`src/rtl/hydra_pkg.sv`:
```
// Shared constants and state type for the Hydra strand output path.
// All timing constants are in 50 MHz system clocks.
package hydra_pkg;

  localparam int unsigned MEM_DATA_WIDTH     = 24;
  localparam int unsigned STRAND_PARAM_WIDTH = 16;
  localparam int unsigned CLK_HZ             = 50_000_000;

  // WS2811 single-wire bit timing
  localparam int unsigned T0H  = 20;
  localparam int unsigned T1H  = 40;
  localparam int unsigned TBIT = 62;

  // WS2801 runs one data cycle plus one clock-high cycle per bit
  localparam int unsigned WS2801_TBIT = 2;

  localparam int unsigned WS2801_LATCH = 25000;
  localparam int unsigned WS2811_LATCH = 2500;

  localparam int unsigned BIT_CNT_W   = 6;
  localparam int unsigned BITN_W      = $clog2(MEM_DATA_WIDTH);
  localparam int unsigned LATCH_CNT_W = 15;

  typedef enum logic [2:0] {
    StIdle,
    StFetch,
    StShift,
    StLatch,
    StDone
  } strand_state_e;

endpackage

```
`src/rtl/strand_bit_encoder.sv`:
```
// Encodes one bit onto the strand pins in WS2801 (clock + data) or WS2811 (NRZ) form.
// A start pulse loads the bit; bit_done_o marks the final cycle of the bit period.
module strand_bit_encoder
  import hydra_pkg::*;
(
  input  logic clk_i,
  input  logic rst_i,
  input  logic start_i,
  input  logic bit_i,
  input  logic mode_i,
  output logic strand_clk_o,
  output logic strand_data_o,
  output logic bit_done_o
);

  logic [BIT_CNT_W-1:0] cnt_q, cnt_d;
  logic [BIT_CNT_W-1:0] last_cnt, high_cnt;
  logic                 bit_q, bit_d;
  logic                 active_q, active_d;
  logic                 clk_d, data_d;

  assign last_cnt   = mode_i ? BIT_CNT_W'(TBIT - 1) : BIT_CNT_W'(WS2801_TBIT - 1);
  assign bit_done_o = active_q && (cnt_q == last_cnt);

  // Outputs are computed from next state so a start pulse shows on the pins at the same edge
  always_comb begin
    cnt_d    = cnt_q;
    bit_d    = bit_q;
    active_d = active_q;
    if (start_i) begin
      cnt_d    = '0;
      bit_d    = bit_i;
      active_d = 1'b1;
    end else if (bit_done_o) begin
      cnt_d    = '0;
      active_d = 1'b0;
    end else if (active_q) begin
      cnt_d = cnt_q + BIT_CNT_W'(1);
    end
    high_cnt = bit_d ? BIT_CNT_W'(T1H) : BIT_CNT_W'(T0H);
    clk_d    = active_d && !mode_i && (cnt_d == BIT_CNT_W'(1));
    data_d   = active_d && (mode_i ? (cnt_d < high_cnt) : bit_d);
  end

  always_ff @(posedge clk_i or posedge rst_i) begin
    if (rst_i) begin
      cnt_q         <= '0;
      bit_q         <= 1'b0;
      active_q      <= 1'b0;
      strand_clk_o  <= 1'b0;
      strand_data_o <= 1'b0;
    end else begin
      cnt_q         <= cnt_d;
      bit_q         <= bit_d;
      active_q      <= active_d;
      strand_clk_o  <= clk_d;
      strand_data_o <= data_d;
    end
  end

endmodule

```
`src/rtl/strand_driver.sv`:
```
// Frame engine: walks the frame buffer, prefetching one pixel ahead, and streams
// each 24-bit word MSB-first through the bit encoder, then holds the latch gap.
module strand_driver
  import hydra_pkg::*;
(
  input  logic                          clk,
  input  logic                          rst_n,
  input  logic                          ws2811_mode,
  input  logic [STRAND_PARAM_WIDTH-1:0] strand_length,
  output logic [STRAND_PARAM_WIDTH-1:0] current_idx,
  input  logic [MEM_DATA_WIDTH-1:0]     mem_data,
  input  logic                          start_frame,
  output logic                          busy,
  output logic                          done,
  output logic                          strand_clk,
  output logic                          strand_data
);

  strand_state_e                 state_q;
  logic                          mode_q, fetch_q, busy_q, done_q;
  logic [STRAND_PARAM_WIDTH-1:0] len_q, idx_q, pix_q;
  logic [MEM_DATA_WIDTH-1:0]     shreg_q;
  logic [BITN_W-1:0]             bitn_q;
  logic [LATCH_CNT_W-1:0]        latch_q, latch_last;

  logic [STRAND_PARAM_WIDTH:0] pix_next, idx_next, len_ext;
  logic last_bit, more_pix, idx_adv;
  logic load_first, reload, advance;
  logic enc_start, enc_bit, enc_bit_done;

  assign len_ext    = {1'b0, len_q};
  assign pix_next   = {1'b0, pix_q} + (STRAND_PARAM_WIDTH + 1)'(1);
  assign idx_next   = {1'b0, idx_q} + (STRAND_PARAM_WIDTH + 1)'(1);
  assign more_pix   = pix_next < len_ext;
  assign idx_adv    = idx_next < len_ext;
  assign last_bit   = bitn_q == BITN_W'(MEM_DATA_WIDTH - 1);
  assign latch_last = mode_q ? LATCH_CNT_W'(WS2811_LATCH - 1) : LATCH_CNT_W'(WS2801_LATCH - 1);

  assign load_first = (state_q == StFetch) && fetch_q;
  assign reload     = (state_q == StShift) && enc_bit_done && last_bit && more_pix;
  assign advance    = (state_q == StShift) && enc_bit_done && !last_bit;
  assign enc_start  = load_first || reload || advance;
  assign enc_bit    = (load_first || reload) ? mem_data[MEM_DATA_WIDTH-1]
                                             : shreg_q[MEM_DATA_WIDTH-2];

  always_ff @(posedge clk or posedge rst_n) begin
    if (rst_n) begin
      state_q <= StIdle;
      mode_q  <= 1'b0;
      fetch_q <= 1'b0;
      busy_q  <= 1'b0;
      done_q  <= 1'b0;
      len_q   <= '0;
      idx_q   <= '0;
      pix_q   <= '0;
      shreg_q <= '0;
      bitn_q  <= '0;
      latch_q <= '0;
    end else begin
      case (state_q)
        StIdle: begin
          idx_q <= '0;
          if (start_frame) begin
            mode_q  <= ws2811_mode;
            len_q   <= strand_length;
            busy_q  <= 1'b1;
            fetch_q <= 1'b0;
            if (strand_length == '0) begin
              state_q <= StDone;
              done_q  <= 1'b1;
            end else begin
              state_q <= StFetch;
            end
          end
        end
        StFetch: begin
          if (!fetch_q) begin
            fetch_q <= 1'b1;
          end else begin
            shreg_q <= mem_data;
            bitn_q  <= '0;
            pix_q   <= '0;
            if (idx_adv) idx_q <= idx_q + STRAND_PARAM_WIDTH'(1);
            state_q <= StShift;
          end
        end
        StShift: begin
          if (enc_bit_done) begin
            if (!last_bit) begin
              shreg_q <= shreg_q << 1;
              bitn_q  <= bitn_q + BITN_W'(1);
            end else if (more_pix) begin
              shreg_q <= mem_data;
              bitn_q  <= '0;
              pix_q   <= pix_q + STRAND_PARAM_WIDTH'(1);
              if (idx_adv) idx_q <= idx_q + STRAND_PARAM_WIDTH'(1);
            end else begin
              latch_q <= '0;
              state_q <= StLatch;
            end
          end
        end
        StLatch: begin
          if (latch_q == latch_last) begin
            state_q <= StDone;
            done_q  <= 1'b1;
          end else begin
            latch_q <= latch_q + LATCH_CNT_W'(1);
          end
        end
        StDone: begin
          done_q  <= 1'b0;
          busy_q  <= 1'b0;
          idx_q   <= '0;
          state_q <= StIdle;
        end
        default: state_q <= StIdle;
      endcase
    end
  end

  strand_bit_encoder u_enc (
    .clk_i        (clk),
    .rst_i        (rst_n),
    .start_i      (enc_start),
    .bit_i        (enc_bit),
    .mode_i       (mode_q),
    .strand_clk_o (strand_clk),
    .strand_data_o(strand_data),
    .bit_done_o   (enc_bit_done)
  );

  assign current_idx = idx_q;
  assign busy        = busy_q;
  assign done        = done_q;

endmodule

```
`config.mk`:
```
export PLATFORM = sky130hd
export DESIGN_NAME = strand_driver
export DESIGN_NICKNAME = d
export VERILOG_FILES = /design/src/rtl/hydra_pkg.sv /design/src/rtl/strand_bit_encoder.sv /design/src/rtl/strand_driver.sv
export SDC_FILE = /design/constraint.sdc
export NUM_CORES = 1
export LEC_CHECK = 0
export CAP_MARGIN = 20
export CORE_AREA = 2 2 165 167
export DETAILED_ROUTE_END_ITERATION = 7
export DIE_AREA = 0 0 167 169
export GPL_TIMING_DRIVEN = 0
export HOLD_SLACK_MARGIN = 0.03
export SLEW_MARGIN = 40
export SYNTH_ARGS = -nofsm -noshare
export SYNTH_HDL_FRONTEND = slang
export SYNTH_SLANG_ARGS = --single-unit
```
`constraint.sdc`:
```
create_clock -name clk -period 9.8 [get_ports clk]
set_clock_uncertainty 0.2 [all_clocks]
set_input_delay 0.98 -clock clk [delete_from_list [all_inputs] [get_ports clk]]
set_output_delay 0.98 -clock clk [all_outputs]
set_load 0.02 [all_outputs]
```
Yosys cells after proc, flatten, opt, wreduce, memory -nomap -nowiden

Cells that the tools add are included.

Flip-flop bits (word level): 108
Output and inout port bits: 20
Logic and storage cells: 128

Add/subtract/negate cells: 7
Magnitude comparators: 3
Equality and inequality tests: 18
Multiplexer cells: 53
Reduce and logical (&&, ||, !) cells: 31

Operators by type and width:

| cell                                          | count |
|---|---|
| two-way mux 16 bit                            | 9 |
| two-way mux 23 bit                            | 4 |
| two-way mux 15 bit                            | 5 |
| one-hot mux 16 bit (3 select lines)           | 1 |
| one-hot mux 23 bit (2 select lines)           | 1 |
| adder 16 x 1 -> 17 bit, second input constant | 2 |
| < comparator 17 x 16 -> 1 bit                 | 2 |
| adder 16 x 1 -> 16 bit, second input constant | 2 |
| one-hot mux 16 bit (2 select lines)           | 1 |
| two-way mux 6 bit                             | 5 |
| one-hot mux 15 bit (2 select lines)           | 1 |
| two-way mux 3 bit                             | 7 |
| two-way mux 5 bit                             | 4 |
| inequality test 2 bit, second input constant  | 9 |
| logical NOT 16 bit                            | 1 |
| adder 15 x 1 -> 15 bit, second input constant | 1 |
| equality test 15 bit                          | 1 |
| AND reduction 5 bit                           | 3 |
| one-hot mux 3 bit (4 select lines)            | 1 |
| two-way mux 1 bit                             | 10 |
| one-hot mux 5 bit (2 select lines)            | 1 |
| logical AND 1 bit                             | 9 |
| AND reduction 4 bit                           | 2 |
| nonzero test 2 bit                            | 4 |
| other kinds (19)                              | 26 |

Longest topological paths before layout

Gate-level depths: netlist of the first run.

Depth in word-level cells: 13
Gate-level depth with buffers: 19
Gate-level depth less buffers: 19

Modules after synthesis

A second synthesis of the first run with hierarchy kept.

Cell total of the unflattened synthesis: 711
Area, all modules: 6610.1 µm²

By module, submodules not included:

| module             | instances | cells an instance | area an instance (µm²) |
|---|---|---|---|
| strand_driver      | 1         | 637               | 5901.9 |
| strand_bit_encoder | 1         | 74                | 708.2 |

Least setup slack after synthesis of the first run

No wires, ideal clock.

Path type: reg-to-reg
Start point: register pix_q[0]
End point: register u_enc.strand_data_o
Library setup time: 87 ps
Arrival: 3793 ps
Required time: 9513 ps
Path slack: 5720 ps
Stages on the path, launching flop included: 19
Cells stage by stage: dfrtp_1 > ha_1 > and4_4 > buf_6 > nand2_1 > xnor2_1 > ha_1 > a21oi_1 > o21ai_0 > a221oi_2 > nand4_4 > mux2i_1 > or2_2 > inv_1 > ha_1 > nand2_1 > nor4b_1 > or3b_1 > a32oi_1

Word-level cells in the longest chain between the ends: 10

Ends and longest elaborated chain:

| what                                                         | RTL line                                 | source |
|---|---|---|
| start, declared                                              | strand_driver.sv:21                      | `logic [STRAND_PARAM_WIDTH-1:0] len_q, idx_q, pix_q;` |
| start signal, assigned                                       | strand_driver.sv:95                      | `pix_q <= pix_q + STRAND_PARAM_WIDTH'(1);` |
| adder 16 x 1 -> 17 bit (*)                                   | strand_driver.sv:32                      | `assign pix_next = {1'b0, pix_q} + (STRAND_PARAM_WIDTH + 1)'(1);` |
| < comparator 17 x 16 -> 1 bit (*)                            | strand_driver.sv:34                      | `assign more_pix = pix_next < len_ext;` |
| logical AND 1 bit (*)                                        | strand_driver.sv:40                      | `assign reload = (state_q == StShift) && enc_bit_done && last_bit && more_pix;` |
| logical OR 1 bit (*)                                         | strand_driver.sv:42, strand_driver.sv:43 |  |
| two-way mux 1 bit / logical OR 1 bit (equally long branches) | strand_driver.sv:43, strand_driver.sv:42 |  |
| two-way mux 1 bit (*)                                        | strand_bit_encoder.sv:30                 | `if (start_i) begin` |
| via u_enc.bit_d                                              | strand_bit_encoder.sv:18                 | `logic bit_q, bit_d;` |
| two-way mux 6 bit                                            | strand_bit_encoder.sv:40                 | `high_cnt = bit_d ? BIT_CNT_W'(T1H) : BIT_CNT_W'(T0H);` |
| < comparator 6 bit                                           | strand_bit_encoder.sv:42                 | `data_d = active_d && (mode_i ? (cnt_d < high_cnt) : bit_d);` |
| two-way mux 1 bit (*)                                        | strand_bit_encoder.sv:42                 |  |
| logical AND 1 bit (*)                                        | strand_bit_encoder.sv:42                 |  |
| via u_enc.data_d                                             | strand_bit_encoder.sv:20                 | `logic clk_d, data_d;` |
| end signal, assigned                                         | strand_bit_encoder.sv:57                 | `strand_data_o <= data_d;` |
| end, declared                                                | strand_bit_encoder.sv:12                 | `output logic strand_data_o,` |

Mark *: on every way through the listed nets, which the timed path passes. The rest lies on a longest branch.
A chain may end at the register's enable or synchronous reset.

Worst setup path after layout of the first run

Same ends and word-level chain as after synthesis.

==> results of run 1 <==
[Yosys cell counts (all sizes together), types with 5 or more instances]
library cell	count
dfrtp	108
a21oi	53
or3	5
nor4	8
mux2i	25
nand4	18
o21ai	51
and3	7
nor2	27
and4	5
nor3b	5
nand2	58
xor2	11
xnor2	19
o22ai	7
nor3	7
nand3	29
a32o	24
o31ai	6
buf	9
a21o	12
ha	39
clkbuf	28
inv	34
a31oi	26
[worst paths after layout]
kind	to
min reg2reg	pix_q[11]
max reg2reg	u_enc.strand_data_o
min in group asynchronous	shreg_q[8]
max	u_enc.strand_data_o
min	pix_q[11]
max in group asynchronous	latch_q[12]
[metal layers]
metal	up-vias	track usage	share of wire
met4	0	0.0270	0.0082
met5	-	0	0
li1	2710	-	-
met1	2647	0.171	0.50
met2	116	0.190	0.44
met3	14	0.0269	0.042
[cell type report]
type | count | area (um2) | area share
Multi-Input combinational cell | 506 | 3540 | 0.446
Timing Repair Buffer | 64 | 658 | 0.0828
Clock buffer | 11 | 233 | 0.0293
Tap cell | 341 | 427 | 0.0537
Inverter | 34 | 135 | 0.0170
Clock inverter | 5 | 85.1 | 0.0107
Sequential cell | 108 | 2700 | 0.340
Buffer | 37 | 165 | 0.0208
[flip-flops by register name, indices dropped and copies added, names as in the netlist]
signal / cells
shreg_q: 23
current_idx: 16
len_q: 16
pix_q: 16
latch_q: 15
u_enc.cnt_q: 6
bitn_q: 5
state_q: 3
busy: 1
done: 1
fetch_q: 1
mode_q: 1
u_enc.active_q: 1
u_enc.bit_q: 1
u_enc.strand_clk_o: 1
u_enc.strand_data_o: 1
[kinds of logic after synthesis]
kind of cell             after synthesis  synth area share
AO/OA/AOI/OAI                        211             0.218
adder cells (fa/ha/maj)               39            0.0748
XOR/XNOR                              30            0.0403
AND/OR/NAND/NOR                      197             0.163
buffers and inverters                 71            0.0449
flip-flops                           108             0.414
multiplexers                          29            0.0452
[power by group through the flow]
stage / Combinational [mW] / Sequential [mW] / Clock (mW)
after floorplan: 0.772 / 0.652 / 0
after global placement: 1.05 / 0.656 / 0
after detailed placement: 1.07 / 0.659 / 0
after CTS: 1.07 / 0.652 / 0.415
after global routing: 1.21 / 0.671 / 0.430
final: 1.07 / 0.652 / 0.401
[critical path: cells and delay by family (launching register included)]
| family | cells | cell delay (ns) |
|---|---|---|
| AO/OA/AOI/OAI | 4 | 0.85 |
| XOR/XNOR | 1 | 0.26 |
| adder cells (fa/ha/maj) | 3 | 0.92 |
| buffers and inverters | 2 | 0.20 |
| flip-flops | 1 | 0.49 |
| multiplexers | 1 | 0.19 |
| AND/OR/NAND/NOR | 7 | 1.53 |
==> flow_metrics.env, run 1 <==
export IMPL_rsz0062_at_grt="no"
export IMPL_initial_core_util=0.246
export IMPL_yosys_top_cells_area="dfrtp_1, ha_1, a21oi_1"
export IMPL_dpl_cell_count=1090
export IMPL_cts_root_buf="clkbuf_16"
export IMPL_avgSynthCellArea_um2=9.53
export IMPL_grt_pass1_wl_um=28000
export IMPL_async_flop_share=1.00
export IMPL_path_clk_slew_ns=0.08
export IMPL_n_fill_cell=2753
export IMPL_dr_total_vias=5487
export IMPL_setup_ws_ns=5.06
export IMPL_fin_crit_sh=0.484
export IMPL_fmaxAchievable_ghz=0.211
export IMPL_drive_above_1_share=0.0614
export IMPL_worst_r2r_setup_slack_ns=5.06
export IMPL_slew_violations=0
export IMPL_synthCells=685
export IMPL_critical_path_class="reg2reg"
export IMPL_p_comb_frac=0.505
export IMPL_grt_pass1_vias=5457
export IMPL_ys_types=67
export IMPL_pwr_share_seq=0.306
export IMPL_die_h_um=169
export IMPL_p_clk_frac=0.188
export IMPL_ant_nets=0
export IMPL_place_area_um2=7620
export IMPL_tightest_slew_ns=0.698
export IMPL_holdBufCountCts=0
export IMPL_core_area_um2=26500
export IMPL_final_common_cell="dfrtp_1"
export IMPL_critPathCaptureType="flop"
export IMPL_clk_latency_ns=0.36
export IMPL_hp_class="reg2reg"
export IMPL_critPathLaunch="pix_q[0]"
export IMPL_instances_no_fill=1106
export IMPL_die_w_um=167
export IMPL_cts_resized=0
export IMPL_diodes=0
export IMPL_total_power_mw=2.13
export IMPL_area_growth_pct=21.8
export IMPL_reg2reg_from="pix_q[0]"
export IMPL_cellPowerDensity_nw_per_um2=268
export IMPL_fin_area_um2=7950
export IMPL_io_buffer_count=63
export IMPL_fin_crit_ns=4.74
export IMPL_row_count=60
export IMPL_cts_setup_buffers=0
export IMPL_synth_top_cell_by_area="dfrtp_1"
export IMPL_status="finished clean"
export IMPL_max_cap_violations=0
export IMPL_synth_fp_nets=768
export IMPL_grt_max_degree=59
export IMPL_synth_warning_count=0
export IMPL_ios=64
export IMPL_cts_tree="yes"
export IMPL_p_sw_uw=929
export IMPL_clock_sinks=108
export IMPL_most_common_layout_cells="dfrtp_1, clkdlybuf4s50_1, nand2_1"
export IMPL_h_tree_depth=3
export IMPL_synth_top_cell_area_share=0.414
export IMPL_die_area_um2=28200
export IMPL_cts_inserted_buffers=9
export IMPL_cp_max_fo=8
export IMPL_drtPass1Iterations=7
export IMPL_intPower_mw=1.20
export IMPL_ys_ff_latch=108
export IMPL_synth_edff_count=0
export IMPL_cp_arrival_ns=4.80
export IMPL_cp_slowest_stage_delay_ns=0.49
export IMPL_hpwlAfterDp_um=12200
export IMPL_totalWireLength_um=16500
export IMPL_via_per_inst=4.96
export IMPL_place_gp_congestion=0.798
export IMPL_power_leakage_nw=3.38
export IMPL_hold_path_cell_count=1
export IMPL_tns_ns=0
export IMPL_crit_slowest_cell="dfrtp_1"
export IMPL_antenna_found_initial=0
export IMPL_overflow=0
export IMPL_yosysSeqAreaShare=0.414
export IMPL_ff2ff_path_depth=18
export IMPL_startpoint_type="flop"
export IMPL_wl_per_cell_um=14.9
export IMPL_max_vdd_ir_drop_v=0.000120
export IMPL_hold_viol_final=0
export IMPL_drt_iter0_markers=388
export IMPL_finalNetCount=843
export IMPL_ys_flop_type="dfrtp_1"
export IMPL_slew_headroom=0.535
export IMPL_synthesis_area_um2=6530
export IMPL_min_from="pix_q[11]"
export IMPL_final_core_util=0.300
export IMPL_grt_total_usage=0.121
export IMPL_crit_top_cell="ha_1"
export IMPL_cp_cell_sequence="ha_1, and4_4, buf_6, nand2_1, xnor2_1, ha_1, a21oi_1, o21ai_0, a221oi_2, nand4_4, mux2i_1, or2_2, inv_1, ha_1, nand2_1, nor4b_1, or3b_1, a32oi_1"
export IMPL_finalSetupViolations=0
export IMPL_switching_share=0.437
export IMPL_post_route_drc_count=0
export IMPL_holdWs_ns=0.302
export IMPL_cts_buffer_depth=2
export IMPL_place_ws_ns=5.07
export IMPL_crit_required_ns=9.86
Note: power is estimated with default switching activity, not from simulation.
==> run 2: changes to the inputs <==
clock period = 4.4 ns   (was 9.8 ns; I/O delays follow)
==> flow_metrics.env, run 2 (same netlist as run 1, synthesis figures left out) <==
export IMPL_intPower_mw=2.73
export IMPL_antenna_found_initial=0
export IMPL_holdWs_ns=0.300
export IMPL_cp_arrival_ns=4.37
export IMPL_cp_slowest_stage_delay_ns=0.41
export IMPL_clock_sinks=108
export IMPL_die_w_um=167
export IMPL_place_area_um2=7620
export IMPL_grt_pass1_vias=5498
export IMPL_path_delay_family="simple AND/OR/NAND/NOR gates"
export IMPL_instances_no_fill=1120
export IMPL_fmaxAchievable_ghz=0.233
export IMPL_ios=64
export IMPL_h_tree_depth=3
export IMPL_dpl_cell_count=1090
export IMPL_largest_register_ff_count=23
export IMPL_ant_nets=0
export IMPL_grt_pass1_wl_um=28200
export IMPL_drt_iter0_markers=378
export IMPL_switching_share=0.437
export IMPL_grt_total_usage=0.122
export IMPL_wl_per_cell_um=15.2
export IMPL_path_clk_slew_ns=0.08
export IMPL_final_core_util=0.310
export IMPL_cellPowerDensity_nw_per_um2=591
export IMPL_worst_r2r_setup_slack_ns=0.1
export IMPL_core_area_um2=26500
export IMPL_cts_buffer_depth=2
export IMPL_place_gp_congestion=0.798
export IMPL_area_growth_pct=25.8
export IMPL_cts_tree="yes"
export IMPL_fin_crit_sh=0.977
export IMPL_crit_slowest_cell="or3b_4"
export IMPL_most_common_layout_cells="dfrtp_1, clkdlybuf4s50_1, nand2_1"
export IMPL_hpwlAfterDp_um=12200
export IMPL_initial_core_util=0.246
export IMPL_path_buf_inv=3
export IMPL_grt_max_degree=59
export IMPL_die_area_um2=28200
export IMPL_row_count=60
export IMPL_finalSetupViolations=0
export IMPL_place_ws_ns=-0.335
export IMPL_hold_viol_final=0
export IMPL_drtPass1Iterations=5
export IMPL_cp_max_fo=3
export IMPL_overflow=0
export IMPL_pwr_share_seq=0.299
export IMPL_cts_root_buf="clkbuf_16"
export IMPL_diodes=0
export IMPL_drive_above_1_share=0.110
export IMPL_fin_area_um2=8210
export IMPL_tns_ns=0
export IMPL_final_common_cell="dfrtp_1"
export IMPL_p_sw_mw=2.12
export IMPL_crit_required_ns=4.47
export IMPL_critical_path_class="reg2reg"
export IMPL_slew_violations=0
export IMPL_critPathCaptureType="flop"
export IMPL_fin_crit_ns=4.30
export IMPL_die_h_um=169
export IMPL_status="finished clean"
export IMPL_post_route_drc_count=0
export IMPL_totalWireLength_um=17000
export IMPL_max_cap_violations=0
export IMPL_via_per_inst=5.00
export IMPL_io_buffer_count=63
export IMPL_dr_total_vias=5596
export IMPL_setup_ws_ns=0.0996
export IMPL_top_register="shreg_q"
export IMPL_p_comb_frac=0.517
export IMPL_p_clk_frac=0.184
export IMPL_startpoint_type="flop"
export IMPL_cts_inserted_buffers=9
export IMPL_cp_cell_sequence="and4_4, and2_4, nand4_1, inv_1, and3_4, xor2_2, ha_1, nand3_2, inv_2, a221oi_4, nand4_4, mux2i_4, or2_4, inv_4, ha_4, nand2_2, nor4b_4, or3b_4, a32oi_2"
export IMPL_total_power_mw=4.85
export IMPL_finalNetCount=857
export IMPL_hp_class="reg2reg"
export IMPL_tightest_slew_ns=0.698
export IMPL_slew_headroom=0.535
export IMPL_power_leakage_nw=3.49
export IMPL_max_vdd_ir_drop_v=0.000270
export IMPL_clk_latency_ns=0.36
==> run 2: worst paths after layout <==
path                                start                  end  cells after the start
worst max register to register   pix_q[4]  u_enc.strand_data_o                     19
worst min register to register  pix_q[11]            pix_q[11]                      1
worst max-delay path             pix_q[4]  u_enc.strand_data_o                     19
worst min-delay path            pix_q[11]            pix_q[11]                      1
min in group asynchronous           rst_n             pix_q[9]                      2
max in group asynchronous           rst_n             pix_q[1]                      3
==> run 2: timing repair <==
item                       in CTS  in global routing
setup endpoints to repair       1                 16
buffers inserted                7                  7
hold buffers                    0                  0
pin swaps                       2                 11
gates cloned                    0                  0
gates resized for setup         9                 26
==> run 2: cell type report <==
cell class	count	area [um2]
clock inverters	5	85.1
repair buffers	78	763
inverters	34	138
well taps	341	427
plain buffers	37	166
clock buffers	11	233
multi-input cells	506	3690
fillers	2729	18300
flip-flops and latches	108	2710
==> run 2: power by group through the flow <==
stage | clock (mW) | sequential (mW) | combinational [mW]
2_1_floorplan | 0 | 1.45 | 1.72
3_3_place_gp | 0 | 1.46 | 2.33
3_5_place_dp | 0 | 1.47 | 2.39
4_1_cts | 0.925 | 1.45 | 2.41
5_1_grt | 0.958 | 1.49 | 2.81
6_report | 0.894 | 1.45 | 2.50
==> run 2: routing by layer <==
metal	wire, um	GRT usage	vias to the layer above	share of wire
li1	-	-	2742	-
met1	8460	0.172	2731	0.50
met2	7690	0.192	105	0.45
met3	660	0.0274	18	0.039
met4	161	0.0285	0	0.0095
met5	0	0	-	0
==> run 3: changes to the inputs <==
CORE_AREA = 2 2 166 168   (was 2 2 165 167)
DIE_AREA = 0 0 168 170   (was 0 0 167 169)
PLACE_DENSITY_LB_ADDON = 0.2   (was unset)
SYNTH_HIERARCHICAL = 1   (was unset)
==> flow_metrics.env, run 3 <==
export IMPL_critPathCaptureType="flop"
export IMPL_synth_warning_count=6
export IMPL_final_core_util=0.315
export IMPL_async_flop_share=1.00
export IMPL_reg2reg_from="pix_q[1]"
export IMPL_cellPowerDensity_nw_per_um2=529
export IMPL_ys_types=76
export IMPL_hold_viol_final=0
export IMPL_tns_ns=-0.121
export IMPL_top_register="shreg_q"
export IMPL_critPathLaunch="pix_q[1]"
export IMPL_drtPass1Iterations=5
export IMPL_yosysSeqAreaShare=0.409
export IMPL_area_growth_pct=27.0
export IMPL_ant_nets=0
export IMPL_grt_pass1_wl_um=30400
export IMPL_crit_required_ns=4.44
export IMPL_total_power_mw=4.44
export IMPL_antenna_found_initial=0
export IMPL_drt_iter0_markers=327
export IMPL_core_area_um2=26700
export IMPL_yosys_top_cells_count="dfrtp_1, nand2_1, nor2_1"
export IMPL_cts_root_buf="clkbuf_16"
export IMPL_fin_crit_sh=1.03
export IMPL_dpl_cell_count=1116
export IMPL_drive_above_1_share=0.129
export IMPL_wl_per_cell_um=16.0
export IMPL_overflow=0
export IMPL_io_buffer_count=63
export IMPL_hp_class="in2async"
export IMPL_slew_headroom=0.500
export IMPL_slew_violations=0
export IMPL_most_common_layout_cells="dfrtp_1, clkdlybuf4s50_1, nand2_1"
export IMPL_synth_edff_count=0
export IMPL_rsz0062_at_grt="yes"
export IMPL_largest_register_ff_count=23
export IMPL_tightest_slew_ns=0.744
export IMPL_avgSynthCellArea_um2=9.30
export IMPL_totalWireLength_um=18400
export IMPL_synth_top_cell_by_area="dfrtp_1"
export IMPL_critical_path_class="reg2reg"
export IMPL_finalNetCount=890
export IMPL_ys_ff_latch=108
export IMPL_fin_crit_ns=4.52
export IMPL_via_per_inst=4.93
export IMPL_hpwlAfterDp_um=13300
export IMPL_synth_fp_nets=794
export IMPL_cp_max_fo=4
export IMPL_synth_top_cell_area_share=0.409
export IMPL_clock_sinks=108
export IMPL_place_gp_congestion=0.775
export IMPL_initial_core_util=0.248
export IMPL_die_h_um=170
export IMPL_power_leakage_nw=3.53
export IMPL_yosys_top_cells_area="dfrtp_1, ha_1, a221o_1"
export IMPL_place_ws_ns=-1.03
export IMPL_grt_total_usage=0.134
export IMPL_cts_buffer_depth=2
export IMPL_row_count=60
export IMPL_synthCells=711
export IMPL_clk_latency_ns=0.36
export IMPL_startpoint_type="flop"
export IMPL_setup_ws_ns=-0.121
export IMPL_fmaxAchievable_ghz=0.221
export IMPL_post_route_drc_count=0
export IMPL_ios=64
export IMPL_max_cap_violations=0
export IMPL_cts_tree="yes"
export IMPL_violations="negative setup slack"
export IMPL_cts_inserted_buffers=9
export IMPL_grt_max_degree=58
export IMPL_synthesis_area_um2=6610
export IMPL_path_clk_slew_ns=0.08
export IMPL_diodes=0
export IMPL_die_w_um=168
export IMPL_status="complete, but fails checks"
export IMPL_ys_flop_type="dfrtp_1"
export IMPL_h_tree_depth=3
export IMPL_finalSetupViolations=1
export IMPL_dr_total_vias=5679
export IMPL_synth_most_common_cell="dfrtp_1"
export IMPL_cp_arrival_ns=4.56
export IMPL_die_area_um2=28600
export IMPL_instances_no_fill=1153
export IMPL_grt_pass1_vias=5596
export IMPL_final_common_cell="dfrtp_1"
export IMPL_max_vdd_ir_drop_v=0.000182
==> run 3: logic make-up (layout without fill, tap and decap cells) <==
family                     count (synthesis)  count (layout)  share of synthesized area
AOI/OAI and AO/OA                        194             194                      0.208
xor gates and xnor gates                  29              29                     0.0384
adders and majority gates                 39              39                     0.0738
buffers and inverters                     75             176                     0.0471
DFF                                      108             108                      0.409
muxes                                     11              11                     0.0176
and+or+nand+nor                          255             255                      0.206
==> run 3: area by class of cell <==
class                           count  area, um2
Timing Repair Buffer               90        853
Tap cell                          341        427
Inverter                           41        161
Multi-Input combinational cell    528       3780
Clock inverter                      5       71.3
Sequential cell                   108       2710
Fill cell                        2718      18300
Buffer                             29        143
Clock buffer                       11        253
==> run 3: metrics by stage <==
step                      instance area (um2)  hold WS, ns
final                                    8400        0.293
after CTS                                8330        0.295
after detailed placement                 7810        0.286
after global placement                   7770        0.277
after global routing                     8400        0.319
after floorplan                          6710       0.0802
==> run 3: critical path: stages, from the launching register on <==
cell	delay (ns)
dfrtp_1	0.42
ha_4	0.17
nand3_4	0.07
or4_4	0.43
or2_4	0.26
buf_4	0.14
buf_4	0.13
xnor2_1	0.12
ha_1	0.32
a21oi_1	0.22
a21oi_2	0.14
nor3_2	0.30
a21oi_4	0.11
nor2_4	0.13
mux2_4	0.32
mux2i_4	0.23
inv_2	0.09
ha_4	0.28
nand4_1	0.09
nor2_2	0.14
a211oi_2	0.07
==> run 3: routing by layer <==
metal | global-route usage | vias to the layer above | part of all wire
li1 | - | 2838 | -
met1 | 0.187 | 2767 | 0.50
met2 | 0.216 | 57 | 0.47
met3 | 0.0170 | 17 | 0.017
met4 | 0.0405 | 0 | 0.014
met5 | 0 | - | 0
==> run 3: worst paths after layout <==
check / to / slack [ns] / cells after the start
max in group asynchronous: pix_q[2] / 3.10 / 3
max reg2reg: u_enc/strand_data_o / -0.12 / 20
min in group clk: shreg_q[6] / 0.31 / 1
min reg2reg: shreg_q[6] / 0.31 / 1
min: shreg_q[17] / 0.29 / 2
max: u_enc/strand_data_o / -0.12 / 20
==> run 3: report_power, final <==
| part | internal [mW] | switching [mW] |
|---|---|---|
| sequential | 1.28 | 0.215 |
| clock | 0.480 | 0.408 |
| combinational | 0.873 | 1.19 |
==> run 3: what timing repair did <==
action	4_1_cts	5_1_grt
buffers inserted	17	9
pin swaps	12	13
resized for setup	22	3
endpoints found under the setup margin	21	22
hold buffers	0	0
